===== src/rtl/div_seq_ctrl.sv =====
// div_seq_ctrl: multi-cycle IEEE-754 single divider. One shared multiplier and one shared adder
// are sequenced by an FSM through Newton-Raphson reciprocal refinement, then A * (1/B).
module div_seq_ctrl #(
  parameter int unsigned ITERATIONS = 3
) (
  input  logic        clk,
  input  logic        rst_n,
  input  logic        start,
  input  logic [31:0] A,
  input  logic [31:0] B,
  output logic        busy,
  output logic        done,
  output logic [31:0] result,
  output logic        zero_division
);

  generate
    if (ITERATIONS < 1 || ITERATIONS > 4) begin : gBadIterations
      $error("div_seq_ctrl: ITERATIONS must be in 1..4");
    end
  endgenerate

  // Truncating multiply, no denormals; zero operands flush to signed zero.
  function automatic logic [31:0] fpMul(input logic [31:0] a, input logic [31:0] b);
    logic        s;
    logic [47:0] p;
    logic [9:0]  e;
    logic [31:0] r;
    s = a[31] ^ b[31];
    p = {1'b1, a[22:0]} * {1'b1, b[22:0]};
    e = {2'b00, a[30:23]} + {2'b00, b[30:23]} - 10'd127 + {9'd0, p[47]};
    if (a[30:23] == 8'hFF || b[30:23] == 8'hFF)
      r = {s, 8'hFF, (a[30:23] == 8'hFF) ? a[22:0] : b[22:0]};
    else if (a[30:23] == 8'h00 || b[30:23] == 8'h00 || e[9] || e == 10'd0)
      r = {s, 31'd0};
    else if (e >= 10'd255)
      r = {s, 8'hFF, 23'd0};
    else
      r = {s, e[7:0], 23'(p >> (p[47] ? 6'd24 : 6'd23))};
    return r;
  endfunction

  // Truncating add: the smaller operand is aligned by a plain right shift (bits dropped).
  function automatic logic [31:0] fpAdd(input logic [31:0] a, input logic [31:0] b);
    logic [31:0] hi;
    logic [31:0] lo;
    logic [7:0]  d;
    logic [23:0] mLo;
    logic [23:0] diff;
    logic [24:0] sum;
    logic [4:0]  lz;
    logic [31:0] r;
    if (a[30:0] >= b[30:0]) begin
      hi = a;
      lo = b;
    end else begin
      hi = b;
      lo = a;
    end
    d    = hi[30:23] - lo[30:23];
    mLo  = (lo[30:23] == 8'h00 || d > 8'd23) ? 24'd0 : ({1'b1, lo[22:0]} >> d);
    sum  = {1'b0, 1'b1, hi[22:0]} + {1'b0, mLo};
    diff = {1'b1, hi[22:0]} - mLo;
    lz   = 5'd0;
    for (int unsigned i = 0; i < 24; i++)
      if (diff[i]) lz = 5'(23 - i);
    if (hi[30:23] == 8'h00)
      r = '0;
    else if (hi[30:23] == 8'hFF)
      r = hi;
    else if (hi[31] == lo[31]) begin
      if (!sum[24])
        r = {hi[31], hi[30:23], sum[22:0]};
      else if (hi[30:23] == 8'hFE)
        r = {hi[31], 8'hFF, 23'd0};
      else
        r = {hi[31], hi[30:23] + 8'd1, sum[23:1]};
    end else if (diff == 24'd0 || {3'b000, lz} >= hi[30:23])
      r = '0;
    else
      r = {hi[31], hi[30:23] - {3'b000, lz}, 23'(diff << lz)};
    return r;
  endfunction

  typedef enum logic [2:0] {IDLE, SEED_M, SEED_A, IT_M1, IT_A, IT_M2, FINAL} state_e;

  state_e      state;
  state_e      stateNext;
  logic [31:0] opA;
  logic [31:0] opB;
  logic [31:0] x;
  logic [31:0] t;
  logic [2:0]  iterCnt;
  logic [31:0] bm;
  logic [31:0] recip;
  logic [31:0] mulA;
  logic [31:0] mulB;
  logic [31:0] mulY;
  logic [31:0] addA;
  logic [31:0] addB;
  logic [31:0] addY;
  logic        accept;
  logic        lastIter;

  assign accept   = start && (state == IDLE);
  assign busy     = (state != IDLE);
  assign bm       = {1'b0, 8'd126, opB[22:0]};
  // x is the reciprocal of bm; undo the mantissa scaling in the exponent (8-bit wrap)
  assign recip    = {opB[31] ^ x[31], 8'(x[30:23] + 8'd126 - opB[30:23]), x[22:0]};
  assign lastIter = ({29'd0, iterCnt} + 32'd1) >= ITERATIONS;

  always_comb begin
    stateNext = state;
    mulA      = '0;
    mulB      = '0;
    addA      = '0;
    addB      = '0;
    case (state)
      IDLE:    if (start) stateNext = SEED_M;
      SEED_M:  begin mulA = bm;           mulB = 32'h3FF0F0F1;          stateNext = SEED_A; end
      SEED_A:  begin addA = 32'h4034B4B5; addB = {1'b1, t[30:0]};       stateNext = IT_M1;  end
      IT_M1:   begin mulA = bm;           mulB = x;                     stateNext = IT_A;   end
      IT_A:    begin addA = 32'h40000000; addB = {~t[31], t[30:0]};     stateNext = IT_M2;  end
      IT_M2:   begin
        mulA      = x;
        mulB      = t;
        stateNext = lastIter ? FINAL : IT_M1;
      end
      FINAL:   begin mulA = opA;          mulB = recip;                 stateNext = IDLE;   end
      default: stateNext = IDLE;
    endcase
    mulY = fpMul(mulA, mulB);
    addY = fpAdd(addA, addB);
  end

  always_ff @(posedge clk or negedge rst_n) begin
    if (!rst_n) begin
      state         <= IDLE;
      opA           <= '0;
      opB           <= '0;
      x             <= '0;
      t             <= '0;
      iterCnt       <= '0;
      done          <= 1'b0;
      result        <= '0;
      zero_division <= 1'b0;
    end else begin
      state <= stateNext;
      done  <= 1'b0;
      if (accept) begin
        opA     <= A;
        opB     <= B;
        iterCnt <= '0;
      end
      case (state)
        SEED_M, IT_M1: t <= mulY;
        IT_A:          t <= addY;
        SEED_A:        x <= addY;
        IT_M2: begin
          x       <= mulY;
          iterCnt <= iterCnt + 3'd1;
        end
        FINAL: begin
          result        <= (opA[30:23] == 8'h00 || opB[30:23] == 8'h00) ? '0 : mulY;
          zero_division <= (opB[30:23] == 8'h00);
          done          <= 1'b1;
        end
        default: ;
      endcase
    end
  end

endmodule


===== config.mk =====
export PLATFORM = sky130hd
export DESIGN_NAME = div_seq_ctrl
export DESIGN_NICKNAME = d
export VERILOG_FILES = /design/src/rtl/div_seq_ctrl.sv
export SDC_FILE = /design/constraint.sdc
export NUM_CORES = 2
export LEC_CHECK = 0
export CORE_MARGIN = 4
export CORE_UTILIZATION = 60
export DETAILED_ROUTE_END_ITERATION = 8
export DONT_BUFFER_PORTS = 1
export PLACE_DENSITY = 0.84
export SYNTH_ARGS = -nofsm -noshare
export SYNTH_HDL_FRONTEND = slang
export SYNTH_SLANG_ARGS = --single-unit

===== constraint.sdc =====
create_clock -name clk -period 21 [get_ports clk]
set_input_delay 4.2 -clock clk [delete_from_list [all_inputs] [get_ports clk]]
set_output_delay 4.2 -clock clk [all_outputs]
set_load 0.05 [all_outputs]

==> out/results.ini <==
[critical_path]
worstSetupStartpointType=flip-flop
cp-startpoint=state[0]$_DFFE_PN0P_
cp_max_fo=41
timing.rr.start=state[0]$_DFFE_PN0P_
critPathMaxStageDelay_ns=1.11
critPathArrivalTime_ns=16.33
slowest_stage=a22oi_1
crit_type=flip-flop to flip-flop
end_kind=flip-flop
critPathMostFrequentCell=fa_1
worst-r2r-cell-count=47
required_ns=21.32

[timing]
finalSetupViolCount=0
post-route-period-util_pct=76.2
worstMarginPinSlew_ns=1.51
grt_setup_unrepaired=no
drv_slew=11
setup_tns_ns=0
holdWs_ns=0.505
slew_headroom_pct=-0.579
fmax_mhz=62.5
finClkSkew_ns=0.0120
finalHoldViolCount=0
min_period_ns=16.00

[drt]
first_pass_iters=9
wl_um=127000
vias=33400
drc=0
wl_per_cell_um=25.8
viasPerCell=6.78
first_iter_violations=4938
ant_nets=0

[synth]
synthFlopType=dfrtp_1
syn_inst=4309
avgSynthCellArea_um2=8.17
synth_top_area_cell=fa_1
syn-cell-area_um2=35200
ys_ff_latch=168
yosysTopAreaCellShare_pct=27.6
yosys.cell_count.top_type=inv_1
synth_nets=5117
synth_edf_count=0
ys_seq_area_share_pct=11.9
synth_cell_types=99
yosys_warnings=0
synth.area.top_cells=fa_1, dfrtp_1, ha_1, inv_1, nand2_1
synthTopCellsByCount=inv_1, nand2_1, fa_1, nor2_1, ha_1
synthArstFlopShare_pct=100

[finish]
final_net_count=4955
syn2layout_area_growth_pct=3.19
num-fill-cells=4888
layout-drive-gt1-share_pct=5.94

[floorplanning]
fp.dieH_um=250
io_pins=102
dieArea_um2=62600
die-width_um=250
fp.coreArea_um2=57900
rows=88
start_util_pct=60.8

[worst_hold_path]
hold_depth=2
worstHoldStart=x[27]$_DFFE_PN0P_
min_path_type=flip-flop to flip-flop

[global_route]
grt-ovfl-total=0
grt_max_degree=169
grt_pass1_wl_um=194000
antenna_found_initial=4
track_usage_pct=39.8
grt_pass1_vias=32900

[cts]
clockBufferDepth=2
cts_resized=0
cts_buffers=17
cts.sinks=168
cts-root-buf=clkbuf_16
path_clk_slew_ns=0.08
cts_tree=done
cts_hold_buf=0
clkLatencyLatePin_ns=0.44
htreeDepth=4
cts_setup_buffers=0

[job]
maxCapViolations=0

[outcome]
status=complete, but fails checks
violations=slew limit

[placed_design]
numPortBuffers=0
hpwlAfterDp_um=97700
globalplace.congestion=1.04

flip-flops by register name, summed over array words and instances (netlist names):
name and count:
opB 32, state 3, t 32, iterCnt 3
done 1, x 32, result 32, opA 32
zero_division 1
path summary, 6_finish.rpt:
path | to | slack (ns)
worst min register to register | x[27]$_DFFE_PN0P_ | 0.51
min in group asynchronous | opA[31]$_DFFE_PN0P_ | 3.47
worst min-delay path | x[27]$_DFFE_PN0P_ | 0.51
worst max register to register | t[9]$_DFFE_PN0P_ | 5.00
max in group asynchronous | x[11]$_DFFE_PN0P_ | 17.20
worst max-delay path | t[9]$_DFFE_PN0P_ | 5.00
final cells by class:
type                    instances  area, um^2  share of cell area (%)
well taps                     765         957                    2.63
clock inverters                15         181                   0.499
repair buffers                 75         563                    1.55
diodes                          4        10.0                  0.0275
clock buffers                  17         425                    1.17
inverters                     667        2500                    6.89
multi-input cells            3218       27500                    75.6
flip-flops and latches        168        4210                    11.6
routing by layer:
metal  vias up  track usage [%]  wire length [um]
li1      14100                -                 -
met1     16100             51.1             44700
met2      2654             58.7             53400
met3       653             14.8             19900
met4         2             20.9              9100
met5         -                0                13
stage by stage:
| stage | worst slack [ns] | cell area (um^2) | instances | util (%) |
|---|---|---|---|---|
| final | 5.00 | 36300 | 4929 | 62.8 |
| after global routing | 4.66 | 36300 | 4927 | 62.7 |
| after CTS | 5.62 | 36300 | 4925 | 62.7 |
| after detailed placement | 5.72 | 35700 | 4893 | 61.7 |
| after global placement | 6.16 | 35700 | 4893 | 61.7 |
| after floorplan | 8.22 | 35200 | 4309 | - |
worst max-delay path: cells and delay by family (launching register included):
family	cells	cell delay [ns]
AND/OR/NAND/NOR	6	1.82
adder cells (fa/ha/maj)	11	4.56
flip-flops	1	0.64
XOR/XNOR	2	1.07
AO/OA/AOI/OAI	19	5.83
buffers and inverters	9	1.90
cells in the final DEF, fill, tap and decap left out, drive strengths merged, types with 37 or more instances in the layout:
cell type  netlist  routed
a211oi          37      37
a21o            61      61
a21oi          194     194
a22o            57      57
a22oi           55      55
buf             60      75
dfrtp          168     168
fa             486     486
ha             255     255
inv            652     659
mux2            79      79
mux2i           40      40
nand2          560     560
nand2b          53      53
nand3           67      67
nor2           380     380
nor3            58      58
o211ai          44      44
o21ai          195     195
xnor2           60      60
kinds of logic after synthesis:
kind of cell	count (synthesis)	share of synthesized area [%]
AND/OR/NAND/NOR	1308	16.5
AO/OA/AOI/OAI	964	18.8
multiplexers	120	3.73
XOR/XNOR	85	2.20
buffers and inverters	923	10.2
flip-flops	168	11.9
adder cells (fa/ha/maj)	741	36.7
Power is not shown: default switching activity piles up to over one toggle a cycle in this logic, so the estimate is an artifact.
